## src/rtl/gcbp_pkg.sv

```systemverilog
// Shared definitions for the gray-code bit-plane generator: default geometry,
// derived sizes, and the gray-code / slot-rotation helpers.
package gcbp_pkg;

    localparam int PIX_W_DEF     = 8;
    localparam int NUM_BANKS_DEF = 16;
    localparam int BANK_W_DEF    = 8;
    localparam int SUB_W_DEF     = 40;
    localparam int ROWS_DEF      = 32;

    localparam int WPR        = SUB_W_DEF / BANK_W_DEF;
    localparam int SLOT_DEPTH = ROWS_DEF * WPR;
    localparam int COL_W      = $clog2(NUM_BANKS_DEF * SUB_W_DEF + 1);
    localparam int PLANE_W    = $clog2(PIX_W_DEF);

    function automatic logic [31:0] gray_code(input logic [31:0] p);
        return p ^ (p >> 1);
    endfunction

    // Wraps at num_slots rather than at the 2-bit width.
    function automatic logic [1:0] slot_inc(input logic [1:0] s, input int num_slots);
        return (int'(s) == num_slots - 1) ? 2'd0 : s + 2'd1;
    endfunction

endpackage

```

## src/rtl/gcbp_slot_rot.sv

```systemverilog
// Frame-edge detector, next/curr/prev frame-slot rotation and the frame-done pulse
// that is aligned with the registered bank write.
module gcbp_slot_rot
    import gcbp_pkg::*;
#(
    parameter int NUM_SLOTS = 3
) (
    input  logic       clk,
    input  logic       srst,
    input  logic       field_0,
    input  logic       last_word,
    output logic       frame_start,
    output logic       frame_active,
    output logic [1:0] next_loc,
    output logic [1:0] curr_loc,
    output logic [1:0] prev_loc,
    output logic       frame_done
);

    logic field_reg;
    logic active_reg;

    assign frame_start  = field_0 && !field_reg;
    // Nothing is captured after reset until the first frame edge has been seen.
    assign frame_active = active_reg || frame_start;

    always_ff @(posedge clk) begin
        if (srst) begin
            field_reg  <= 1'b0;
            active_reg <= 1'b0;
            next_loc   <= 2'd1;
            curr_loc   <= 2'd0;
            prev_loc   <= 2'(NUM_SLOTS - 1);
            frame_done <= 1'b0;
        end else begin
            field_reg  <= field_0;
            frame_done <= last_word;
            if (frame_start) begin
                active_reg <= 1'b1;
                next_loc   <= slot_inc(next_loc, NUM_SLOTS);
                curr_loc   <= slot_inc(curr_loc, NUM_SLOTS);
                prev_loc   <= slot_inc(prev_loc, NUM_SLOTS);
            end
        end
    end

endmodule

```

## src/rtl/gcbp_multi.sv

```systemverilog
// Gray-code bit-plane extractor: packs one plane of the luma stream into
// BANK_W-bit words spread over NUM_BANKS BRAM banks, one bank per sub-image.
module gcbp_multi
    import gcbp_pkg::*;
#(
    parameter int PIX_W     = 8,
    parameter int NUM_BANKS = 16,
    parameter int BANK_W    = 8,
    parameter int SUB_W     = 40,
    parameter int ROW_START = 16,
    parameter int ROWS      = 32,
    parameter int NUM_SLOTS = 3,
    parameter int ADDR_W    = 9,
    parameter int LINE_W    = 10
) (
    input  logic                          i_clk,
    input  logic                          i_reset,
    input  logic [PIX_W-1:0]              i_luma_data,
    input  logic                          i_luma_data_valid,
    input  logic [LINE_W-1:0]             i_line_cnt,
    input  logic                          i_field_0,
    input  logic [$clog2(PIX_W)-1:0]      i_plane_sel,
    output logic [ADDR_W-1:0]             o_bram_array_write_addr,
    output logic [NUM_BANKS*BANK_W-1:0]   o_bram_array_write_data,
    output logic [NUM_BANKS-1:0]          o_bram_array_write_enable,
    output logic [1:0]                    o_next_frame_loc,
    output logic [1:0]                    o_curr_frame_loc,
    output logic [1:0]                    o_prev_frame_loc,
    output logic                          o_frame_done
);

    localparam int LINE_WORDS = SUB_W / BANK_W;
    localparam int SLOT_WORDS = ROWS * LINE_WORDS;
    localparam int LINE_PIX   = NUM_BANKS * SUB_W;
    localparam int COL_BITS   = $clog2(LINE_PIX + 1);
    localparam int SEL_W      = $clog2(PIX_W);
    localparam int AW2        = ADDR_W + 2;

    generate
        if (SUB_W % BANK_W != 0) begin : g_bad_sub_w
            $error("SUB_W must be a multiple of BANK_W");
        end
        if (BANK_W < 2) begin : g_bad_bank_w
            $error("BANK_W must be at least 2");
        end
        if (NUM_SLOTS < 3 || NUM_SLOTS > 4) begin : g_bad_slots
            $error("NUM_SLOTS must be 3 or 4");
        end
        if (NUM_SLOTS * SLOT_WORDS > (1 << ADDR_W)) begin : g_bad_addr_w
            $error("frame slots do not fit in ADDR_W address bits");
        end
        if (PIX_W > 32 || ROW_START + ROWS > (1 << LINE_W)) begin : g_bad_widths
            $error("PIX_W or LINE_W out of range");
        end
    endgenerate

    logic                        frame_start;
    logic                        frame_active;
    logic                        new_line;
    logic                        in_rows;
    logic                        accept;
    logic                        word_done;
    logic                        last_word;
    logic                        plane_bit;
    logic [LINE_W-1:0]           line_reg;
    logic [COL_BITS-1:0]         col_reg;
    logic [COL_BITS-1:0]         col_cur;
    logic [COL_BITS-1:0]         col_next;
    logic [COL_BITS-1:0]         bank_num;
    logic [BANK_W-1:0]           shift_reg;
    logic [BANK_W-1:0]           shift_cur;
    logic [BANK_W-1:0]           shift_next;
    logic [SEL_W-1:0]            plane_reg;
    logic [SEL_W-1:0]            plane_cur;
    logic [PIX_W-1:0]            gray;
    logic [AW2-1:0]              word_idx;
    logic [AW2-1:0]              row_idx;
    logic [ADDR_W-1:0]           addr_next;
    logic [NUM_BANKS-1:0]        en_next;
    logic [NUM_BANKS*BANK_W-1:0] data_next;

    gcbp_slot_rot #(
        .NUM_SLOTS (NUM_SLOTS)
    ) u_slot_rot (
        .clk          (i_clk),
        .srst         (i_reset),
        .field_0      (i_field_0),
        .last_word    (last_word),
        .frame_start  (frame_start),
        .frame_active (frame_active),
        .next_loc     (o_next_frame_loc),
        .curr_loc     (o_curr_frame_loc),
        .prev_loc     (o_prev_frame_loc),
        .frame_done   (o_frame_done)
    );

    // A frame edge or line change makes this cycle's pixel column 0 and drops any partial word.
    assign new_line  = (i_line_cnt != line_reg);
    assign col_cur   = (frame_start || new_line) ? '0 : col_reg;
    assign shift_cur = (frame_start || new_line) ? '0 : shift_reg;
    assign plane_cur = frame_start ? i_plane_sel : plane_reg;

    assign in_rows   = (int'(i_line_cnt) >= ROW_START) && (int'(i_line_cnt) < ROW_START + ROWS);
    assign accept    = frame_active && i_luma_data_valid && in_rows &&
                       (col_cur < COL_BITS'(LINE_PIX));
    assign gray      = PIX_W'(gray_code(32'(i_luma_data)));
    assign plane_bit = gray[plane_cur];

    assign shift_next = accept ? BANK_W'({shift_cur, plane_bit}) : shift_cur;
    assign col_next   = (i_luma_data_valid && col_cur != COL_BITS'(LINE_PIX)) ?
                        col_cur + 1'b1 : col_cur;

    assign word_done = accept && ((col_cur % COL_BITS'(BANK_W)) == COL_BITS'(BANK_W - 1));
    assign last_word = word_done && (int'(i_line_cnt) == ROW_START + ROWS - 1) &&
                       (col_cur == COL_BITS'(LINE_PIX - 1));

    assign bank_num  = col_cur / COL_BITS'(SUB_W);
    assign word_idx  = AW2'((col_cur % COL_BITS'(SUB_W)) / COL_BITS'(BANK_W));
    assign row_idx   = AW2'(i_line_cnt) - AW2'(ROW_START);
    assign addr_next = ADDR_W'(AW2'(o_next_frame_loc) * AW2'(SLOT_WORDS) +
                               row_idx * AW2'(LINE_WORDS) + word_idx);

    genvar gi;
    generate
        for (gi = 0; gi < NUM_BANKS; gi++) begin : g_lane
            assign en_next[gi] = word_done && (bank_num == COL_BITS'(gi));
            assign data_next[gi*BANK_W +: BANK_W] = en_next[gi] ? shift_next : '0;
        end
    endgenerate

    always_ff @(posedge i_clk) begin
        if (i_reset) begin
            line_reg                  <= '0;
            col_reg                   <= '0;
            shift_reg                 <= '0;
            plane_reg                 <= '0;
            o_bram_array_write_addr   <= '0;
            o_bram_array_write_data   <= '0;
            o_bram_array_write_enable <= '0;
        end else begin
            line_reg                  <= i_line_cnt;
            col_reg                   <= col_next;
            shift_reg                 <= shift_next;
            plane_reg                 <= plane_cur;
            o_bram_array_write_data   <= data_next;
            o_bram_array_write_enable <= en_next;
            if (word_done) begin
                o_bram_array_write_addr <= addr_next;
            end
        end
    end

endmodule
```

## config.mk

```make
export PLATFORM = sky130hd
export DESIGN_NAME = gcbp_multi
export DESIGN_NICKNAME = d
export VERILOG_FILES = /design/src/rtl/gcbp_pkg.sv /design/src/rtl/gcbp_slot_rot.sv /design/src/rtl/gcbp_multi.sv
export SDC_FILE = /design/constraint.sdc
export NUM_CORES = 1
export LEC_CHECK = 0
export ABC_AREA = 1
export CORE_ASPECT_RATIO = 0.7
export CORE_MARGIN = 10
export CORE_UTILIZATION = 45
export CTS_CLUSTER_DIAMETER = 150
export DETAILED_ROUTE_END_ITERATION = 16
export PLACE_DENSITY = 0.8
export SYNTH_ARGS = -nofsm -noshare
export SYNTH_HDL_FRONTEND = slang
export SYNTH_SLANG_ARGS = --single-unit
```

## constraint.sdc

```tcl
create_clock -name i_clk -period 10.32 [get_ports i_clk]
set_input_delay 2.064 -clock i_clk [delete_from_list [all_inputs] [get_ports i_clk]]
set_output_delay 2.064 -clock i_clk [all_outputs]
set_load 0.02 [all_outputs]
```

==> out/qor.yml, run 1 <==
port_buffers: 184
grt_pass1_wl_um: 30500
drt_wl_total_um: 19500
detail_route.vias_per_cell: 4.68
place.gp.congestion: 0.882
cpMaxStageDelayCell: "clkdlybuf4s50_1"
post-route-period-util_pct: 77.2
ant_nets: 0
drive_gt1_share_pct: 10.8
slowest_delay_ns: 0.59
rrSetupSlack_ns: 4.26
highest_layer: "met4"
avgSynthCellArea_sq_um: 8.97
async_reset_ff_share_pct: 0
slew_headroom_pct: 35.7
post_drt_wl_per_cell_um: 16.3
ys_ff_latch: 193
cts_buffers: 17
root_buffer: "clkbuf_16"
fin_skew_ns: 0.0100
max_freq_ghz: 0.125
hold_depth: 2
drt-met1-wl_um: 8770
largest_reg_flops: 128
grt_max_degree: 35
whs_ns: 0.463
synth-edff-count: 0
clk_latency_ns: 0.43
top_regs: "o_bram_array_write_data x128, o_bram_array_write_enable x16"
yosys_most_used_dff: "dfxtp_1"
cap_violations: 0
worst_pin_slew_ns: 0.964
grt_pass1_vias: 5484
ios: 185
track_usage_pct: 18.2
antenna_found_initial: 0
fin_nets: 1040
ys_types: 42
status: "finished clean"
syn-cell-area_sq_mm: 0.00710
wl_met3_um: 2130
cp-start-kind: "primary input"
cts_resized: 0
largest_register: "o_bram_array_write_data"
vias: 5580
cts_hold_buffers: 0
required_ns: 10.63
dp_hpwl_um: 14300
post-route-util_pct: 62.7
firstDrtPassIters: 5
setup.worst_path.end_class: "flip-flop"
leakage_nw: 3.99
cts_tree: "yes"
synth_seq_area_share_pct: 54.4
dieHeight_um: 125
fp.dieW_um: 170
grt_overflow: 0
rsz0062_at_grt: "false"
power_density_mw_per_mm2: 158
wl_met2_um: 8310
finalSetupTns_ns: 0
syn_inst: 791
n_fill_cell: 1266
core_area_sq_mm: 0.0155
crit_type: "in -> reg"
synthToLayoutAreaGrowth_pct: 37.0
yosysWarningCount: 0
reg2regPathDepth: 42
cts_setup_buffers: 0
path_clk_slew_ns: 0.07
period_minus_slack_ns: 7.97
cts_buffer_depth: 2
hold_viol_final: 0
critPathMostFrequentCell: "nand2_1"
setup_viol: 0
worstHoldPathType: "reg -> reg"
cts.sinks: 193
critPathArrivalTime_ns: 8.29
drt_iter0_markers: 396
diodes: 0
worst_ir_drop_vdd_uv: 137
cp_max_fo: 12
remaining_drc_errors: 0
dieArea_sq_mm: 0.0213
rows: 38
htreeDepth: 4
start_util_pct: 45.8
final_max_slew_viol_count: 0
[layout make-up]
type	count	area [sq um]	share of cell area (%)
Clock buffer	18	439	4.52
Clock inverter	14	160	1.65
Inverter	106	398	4.09
Multi-Input combinational cell	477	2760	28.4
Sequential cell	193	3860	39.7
Tap cell	200	250	2.57
Timing Repair Buffer	185	1850	19.0
[routing by layer]
metal	global-route usage [%]	up-vias
li1	-	2809
met1	23.1	2544
met2	27.4	205
met3	8.27	22
met4	4.58	0
met5	0	-
[Yosys cell counts, types with 9 or more instances]
cell type / instances / area [sq um]
xor2_1: 9 / 78.8
nand2_2: 17 / 106
inv_2: 16 / 60.1
inv_1: 83 / 312
nor2_2: 17 / 106
dfxtp_1: 193 / 3860
clkbuf_1: 10 / 37.5
ha_1: 26 / 325
nand2_1: 95 / 357
a21oi_1: 20 / 100
nor2_1: 168 / 631
o21ai_0: 27 / 135
fa_1: 9 / 180
nand3_1: 16 / 80.1
[worst max-delay path, delay by kind of cell]
kind / cells / cell delay, ns
AND/OR/NAND/NOR: 28 / 2.63
adder cells (fa/ha/maj): 5 / 1.32
buffers and inverters: 5 / 1.17
AO/OA/AOI/OAI: 5 / 0.94
XOR/XNOR: 1 / 0.14
[metrics by stage]
stage	total power, mW	setup WS [ns]	area (sq um)	instances
floorplan	0.856	3.37	7110	794
finish	1.53	2.35	9720	1193
global placement	0.891	2.42	9130	1161
global route	1.59	1.79	9720	1193
detailed placement	0.895	1.95	9130	1161
CTS	1.54	2.41	9720	1193
[final timing paths]
kind / from / end
setup reg to reg: u_slot_rot.field_reg / o_bram_array_write_addr[8]
hold reg to reg: u_slot_rot.active_reg / u_slot_rot.active_reg
setup / recovery: i_line_cnt[2] / o_bram_array_write_addr[8]
hold / removal: u_slot_rot.active_reg / u_slot_rot.active_reg
[kinds of logic after synthesis]
logic type      synth area share (%)
fa+ha+maj                       7.12
simple gates                    23.9
other cells                    0.106
xor+xnor                        1.97
flops                           54.4
mux                            0.423
compound gates                  5.22
buf+inv                         6.84
[power breakdown]
group | switching [mW] | total (mW) | internal (mW)
logic | 0.0713 | 0.126 | 0.0545
registers | 0.00363 | 0.753 | 0.750
clock network | 0.322 | 0.655 | 0.334
[placed cells by master (no fill, tap or decap), types with 5 or more instances in the layout]
cell type,instances
conb_1,5
fa_1,9
nand3_2,5
ha_1,26
nor2_2,17
a21oi_1,20
inv_2,16
xnor2_1,7
nand2_2,17
nand3_4,8
nand2_1,95
xor2_1,9
clkdlybuf4s50_1,184
clkbuf_16,17
o21ai_0,27
nand3_1,16
nor3_1,7
nor2_1,168
inv_1,83
clkinv_1,7
dfxtp_1,193
Note: power is estimated with default switching activity, not from simulation.
==> inputs of run 2 (changes only) <==
--- a/config.mk
+++ b/config.mk
@@ -8,10 +8,10 @@
 export ABC_AREA = 1
 export CORE_ASPECT_RATIO = 0.7
 export CORE_MARGIN = 10
-export CORE_UTILIZATION = 45
+export CORE_UTILIZATION = 44
 export CTS_CLUSTER_DIAMETER = 150
 export DETAILED_ROUTE_END_ITERATION = 16
-export PLACE_DENSITY = 0.8
+export PLACE_DENSITY = 0.81
 export SYNTH_ARGS = -nofsm -noshare
 export SYNTH_HDL_FRONTEND = slang
 export SYNTH_SLANG_ARGS = --single-unit
==> constraint.sdc (replaced) <==
create_clock -name i_clk -period 7.3 [get_ports i_clk]
set_input_delay 1.46 -clock i_clk [delete_from_list [all_inputs] [get_ports i_clk]]
set_output_delay 1.46 -clock i_clk [all_outputs]
set_load 0.02 [all_outputs]
==> run 2 against run 1 <==
  * Combinational power is 47% higher
  * Final area is 0.84% higher
  * Hold slack better by 0.014 ns
  * Critical path type unchanged
  * Critical endpoint unchanged
==> out/qor.yml, run 2 (synthesized netlist as in run 1, its figures left out) <==
status: "finished clean"
r2r-start: "line_reg[9]"
diodes: 0  # unchanged
post_drt_wl_per_cell_um: 16.2  # -0.37%
crit_family: "simple AND/OR/NAND/NOR gates"
final_common_cell: "dfxtp_1"
fp.dieW_um: 172  # +1.0%
pre_cts_ws_ns: -0.0219  # -1.98 ns
dieArea_sq_mm: 0.0217  # +2.0%
fin_skew_ns: 0.0122  # +0.00219 ns
drt_wl_total_um: 19500  # about the same
slowest_delay_ns: 0.59  # about the same
grt_overflow: 0  # unchanged
start_util_pct: 45.4  # -0.42 points
crit_type: "in -> reg"
grt_pass1_wl_um: 29800  # -2.5%
path_clk_slew_ns: 0.07  # about the same
cts_buffer_depth: 2  # unchanged
slew_headroom_pct: 26.8  # -8.9 points
detail_route.vias_per_cell: 4.72  # +0.90%
worst_ir_drop_vdd_uv: 186  # +36%
rsz0062_at_grt: "false"
rrSetupSlack_ns: 1.82  # -2.44 ns
setup.worst_path.end_class: "flip-flop"
cap_violations: 0  # unchanged
setup_viol: 0  # unchanged
ant_nets: 0  # unchanged
final_max_slew_viol_count: 0  # unchanged
firstDrtPassIters: 4  # -1
grt_pass1_vias: 5488  # +0.073%
regToRegEndpoint: "o_bram_array_write_addr[8]"
clk_latency_ns: 0.43  # about the same
max_freq_ghz: 0.148
critPathLaunch: "i_line_cnt[1]"
drt_iter0_markers: 402  # +1.5%
finalSetupTns_ns: 0  # unchanged
setup_slack_ns: 0.537  # -1.81 ns
n_fill_cell: 1237  # -2.3%
cp_num_buf_inv: 4  # -1
cp_max_fo: 8  # -4
cp-start-kind: "primary input"
period_minus_slack_ns: 6.76
top_regs: "o_bram_array_write_data x128, o_bram_array_write_enable x16"
worst_pin_slew_ns: 1.10  # +0.134 ns
dieHeight_um: 126  # +0.95%
drive_gt1_share_pct: 11.5  # +0.75 points
synthToLayoutAreaGrowth_pct: 38.1
cpMaxStageDelayCell: "clkdlybuf4s50_1"
remaining_drc_errors: 0  # unchanged
place.gp.congestion: 0.897  # +1.7%
grt_max_degree: 35  # unchanged
power_density_mw_per_mm2: 225  # +43%
core_area_sq_mm: 0.0156  # +0.92%
largest_register: "o_bram_array_write_data"
endpoint: "o_bram_array_write_addr[8]"
ios: 185  # unchanged
instances_no_fill: 1198  # +0.42%
cp_num_cells: 43  # -2.3%
layout_common_cells: "dfxtp_1 (193), clkdlybuf4s50_1 (182), nor2_1 (168), nand2_1 (95), inv_1 (82)"
track_usage_pct: 17.6  # -0.57 points
cts_buffers: 17  # unchanged
critPathMostFrequentCell: "nand2_1"
dp_hpwl_um: 14500  # +1.2%
rows: 38  # unchanged
post-route-period-util_pct: 92.6
critPathArrivalTime_ns: 7.09  # -1.20 ns
largest_reg_flops: 128  # unchanged
antenna_found_initial: 0  # unchanged
worstHoldPathType: "reg -> reg"
cts_hold_buffers: 0  # unchanged
post-route-util_pct: 62.7  # about the same
fin_nets: 1045  # +0.48%
root_buffer: "clkbuf_16"
cts_tree: "yes"
required_ns: 7.63  # -3.00 ns
reg2regPathDepth: 42  # unchanged
vias: 5654  # +1.3%
place_inst: 1166  # +0.43%
leakage_nw: 4.05  # +1.3%
hold_viol_final: 0  # unchanged
port_buffers: 184  # unchanged
htreeDepth: 4  # unchanged
cts.sinks: 193  # unchanged
-- run 2: changes by cell type in the layout (fill, tap and decap cells not counted), moves of 2 or more --
cell	delta
dlymetal6s2s_1	+2
clkinv_8	+2
inv_8	-2
clkdlybuf4s50_1	-2
buf_4	+5
-- run 2: what timing repair did --
item,in CTS,in global routing
gates resized for setup,0,6
buffers inserted,0,0
setup endpoints to repair,0,1
-- run 2: area by class of cell --
class                           instances  area [sq um]  share of cell area, %
Sequential cell                       193          3860                   39.4
Multi-Input combinational cell        477          2770                   28.3
Timing Repair Buffer                  190          1890                   19.3
Clock buffer                           18           439                   4.48
Inverter                              106           398                   4.06
Tap cell                              200           250                   2.55
Clock inverter                         14           191                   1.95
-- run 2: power breakdown --
group	leakage [nW]	internal (mW)	switching, mW	total [mW]
Clock	0.299	0.506	0.452	0.958
Sequential	1.56	1.06	0.00501	1.06
Combinational	2.19	0.0793	0.106	0.185
-- run 2: worst min-delay path by stage --
| stage | from | cells past startpoint | slack (ns) | to |
|---|---|---|---|---|
| after floorplan | u_slot_rot.active_reg | 2 | 0.43 | u_slot_rot.active_reg |
| after global placement | u_slot_rot.active_reg | 2 | 0.45 | u_slot_rot.active_reg |
| after detailed placement | o_bram_array_write_addr[2] | 2 | 0.46 | o_bram_array_write_addr[2] |
| after CTS | o_bram_array_write_addr[2] | 2 | 0.47 | o_bram_array_write_addr[2] |
| after global routing | o_bram_array_write_addr[1] | 2 | 0.52 | o_bram_array_write_addr[1] |
| final | o_bram_array_write_addr[2] | 2 | 0.48 | o_bram_array_write_addr[2] |
-- run 2: worst reg2reg max path, delay by kind of cell (launching register included) --
family	cells	cell delay (ns)
adder cells (fa/ha/maj)	5	1.28
AO/OA/AOI/OAI	5	0.79
buffers and inverters	3	0.23
AND/OR/NAND/NOR	28	2.58
flip-flops	1	0.33
XOR/XNOR	1	0.16
-- run 2: through the flow --
step           area [sq um]  total power, mW  hold WS [ns]
4_1_cts                9790             2.22         0.474
3_5_place_dp           9160             1.27         0.463
2_1_floorplan          7110             1.21         0.427
5_1_grt                9810             2.28         0.518
3_3_place_gp           9160             1.26         0.455
6_report               9810             2.21         0.477
-- run 2: layer usage --
layer | part of all wire (%) | global-route usage, % | vias to the layer above | routed length [um]
li1 | - | - | 2825 | -
met2 | 43 | 26.8 | 191 | 8430
met5 | 0 | 0 | - | 0
met1 | 45 | 21.9 | 2622 | 8740
met4 | 0.88 | 5.11 | 0 | 171
met3 | 11 | 8.11 | 16 | 2130
==> inputs of run 3 (changes only) <==
--- a/config.mk
+++ b/config.mk
@@ -12,6 +12,7 @@
 export CTS_CLUSTER_DIAMETER = 150
 export DETAILED_ROUTE_END_ITERATION = 16
 export PLACE_DENSITY = 0.81
+export REMOVE_ABC_BUFFERS = 1
 export SYNTH_ARGS = -nofsm -noshare
 export SYNTH_HDL_FRONTEND = slang
 export SYNTH_SLANG_ARGS = --single-unit
==> run 3 against run 2 <==
  * Clock skew decreased by 0.00076 ns
  * Sequential share of layout area increased by 0.16 points
  * Flip-flop and latch count unchanged
  * Hold slack got worse by 0.0088 ns
  * First-iteration DRC count decreased by 21%
  * Worst setup slack improved by 0.036 ns
  * Critical path type unchanged
  * Largest cell class unchanged
==> out/qor.yml, run 3 (synthesized netlist as in run 1, its figures left out) <==
status: "finished clean"
cap_violations: 0  # unchanged
firstDrtPassIters: 5  # +1
cts_setup_buffers: 0  # unchanged
rrSetupSlack_ns: 1.85  # +0.03 ns
critPathLaunch: "i_line_cnt[3]"
final_max_slew_viol_count: 0  # unchanged
dp_hpwl_um: 14000  # -3.4%
hold_viol_final: 0  # unchanged
vias: 5548  # -1.9%
setup_viol: 0  # unchanged
r2r-start: "line_reg[2]"
port_buffers: 184  # unchanged
required_ns: 7.62  # about the same
rsz0062_at_grt: "false"
htreeDepth: 4  # unchanged
grt_pass1_vias: 5291  # -3.6%
n_fill_cell: 1283  # +3.7%
layout_common_cells: "dfxtp_1 (193), clkdlybuf4s50_1 (184), nor2_1 (168), nand2_1 (95), inv_1 (82)"
path_clk_slew_ns: 0.08  # about the same
cp_num_buf_inv: 4  # unchanged
rows: 38  # unchanged
drt_wl_total_um: 18800  # -3.5%
use_met2_pct: 27.7  # +0.94 points
root_buffer: "clkbuf_16"
ios: 185  # unchanged
largest_register: "o_bram_array_write_data"
slowest_delay_ns: 0.60  # about the same
post-route-util_pct: 62.4  # -0.26 points
grt_overflow: 0  # unchanged
antenna_found_initial: 0  # unchanged
start_util_pct: 45.4  # unchanged
power_density_mw_per_mm2: 222  # -1.4%
period_minus_slack_ns: 6.73  # -0.0358 ns
final_common_cell: "dfxtp_1"
worst_ir_drop_vdd_uv: 137  # -26%
grt_max_degree: 35  # unchanged
leakage_nw: 4.02  # -0.66%
critPathArrivalTime_ns: 7.05  # -0.04 ns
use_met3_pct: 5.27  # -2.8 points
whs_ns: 0.468  # -0.00882 ns
place.gp.congestion: 0.880  # -1.9%
core_area_sq_mm: 0.0156  # unchanged
ant_nets: 0  # unchanged
cts_tree: "yes"
synthToLayoutAreaGrowth_pct: 37.6
critPathMostFrequentCell: "nand2_1"
fin_nets: 1045  # unchanged
slew_headroom_pct: 32.5  # +5.7 points
crit_family: "simple AND/OR/NAND/NOR gates"
detail_route.vias_per_cell: 4.63  # -1.9%
min_from: "u_slot_rot.active_reg"
grt.busiest_layer: "met2"
crit_type: "in -> reg"
grt_pass1_wl_um: 29000  # -2.5%
setup_slack_ns: 0.573  # +0.0358 ns
remaining_drc_errors: 0  # unchanged
fin_skew_ns: 0.0114  # -0.000761 ns
grt_use_met1_pct: 21.3  # -0.60 points
setup.worst_path.end_class: "flip-flop"
cts_buffer_depth: 2  # unchanged
finalSetupTns_ns: 0  # unchanged
top_regs: "o_bram_array_write_data x128, o_bram_array_write_enable x16"
cts.sinks: 193  # unchanged
largest_reg_flops: 128  # unchanged
fp.dieW_um: 172  # unchanged
post-route-period-util_pct: 92.2  # -0.49 points
dieHeight_um: 126  # unchanged
total_power_mw: 2.17  # -1.8%
clk_latency_ns: 0.43  # about the same
max_freq_ghz: 0.149  # +0.53%
post_drt_wl_per_cell_um: 15.7  # -3.5%
cpMaxStageDelayCell: "clkdlybuf4s50_1"
worst_pin_slew_ns: 1.01  # -0.0861 ns
cts_buffers: 17  # unchanged
pre_cts_ws_ns: 0.0485  # +0.0704 ns
track_usage_pct: 17.1  # -0.50 points
dieArea_sq_mm: 0.0217  # unchanged
cp_max_fo: 8  # unchanged
cp-start-kind: "primary input"
diodes: 0  # unchanged
drt_iter0_markers: 319  # -21%
drive_gt1_share_pct: 11.3  # -0.20 points
worstHoldPathType: "reg -> reg"
[run 3: report_power, final]
group          internal [mW]  switching, mW  total (mW)
Combinational         0.0776         0.0952       0.173
Clock                  0.468          0.462       0.930
Sequential              1.06        0.00487        1.06
Total                   1.61          0.563        2.17
[run 3: worst paths after layout]
kind,end,depth (start not counted)
worst max-delay path,o_bram_array_write_addr[8],43
worst min-delay path,u_slot_rot.active_reg,2
worst max register to register,o_bram_array_write_addr[8],42
worst min register to register,u_slot_rot.active_reg,2
[run 3: per-layer routing]
layer / up-vias / part of all wire, %
met2: 155 / 46
met1: 2555 / 45
met4: 0 / 1.4
met5: - / 0
li1: 2820 / -
met3: 18 / 7.3
[run 3: through the flow]
| stage | cells | instance area (sq um) |
|---|---|---|
| floorplan | 776 | 7020 |
| global placement | 1166 | 9160 |
| detailed placement | 1166 | 9160 |
| CTS | 1198 | 9770 |
| global route | 1198 | 9770 |
| finish | 1198 | 9770 |
[run 3: cell type report]
cell class / instances / area [sq um] / area share, %
flip-flops and latches: 193 / 3860 / 39.6
multi-input cells: 477 / 2760 / 28.3
repair buffers: 190 / 1890 / 19.3
clock buffers: 17 / 425 / 4.36
inverters: 106 / 398 / 4.07
well taps: 200 / 250 / 2.56
clock inverters: 15 / 178 / 1.82
[run 3: worst register-to-register path, delay by kind of cell (launching register included)]
kind / cells / cell delay (ns)
simple gates: 28 / 2.56
fa+ha+maj: 5 / 1.30
compound gates: 5 / 0.77
flops: 1 / 0.35
buf+inv: 3 / 0.19
xor+xnor: 1 / 0.14
[run 3: what timing repair did]
| action | CTS | global route |
|---|---|---|
| endpoints found under the hold margin | 0 | 0 |
| resized for setup | 0 | 2 |
| endpoints found under the setup margin | 0 | 1 |
| hold buffers | 0 | 0 |
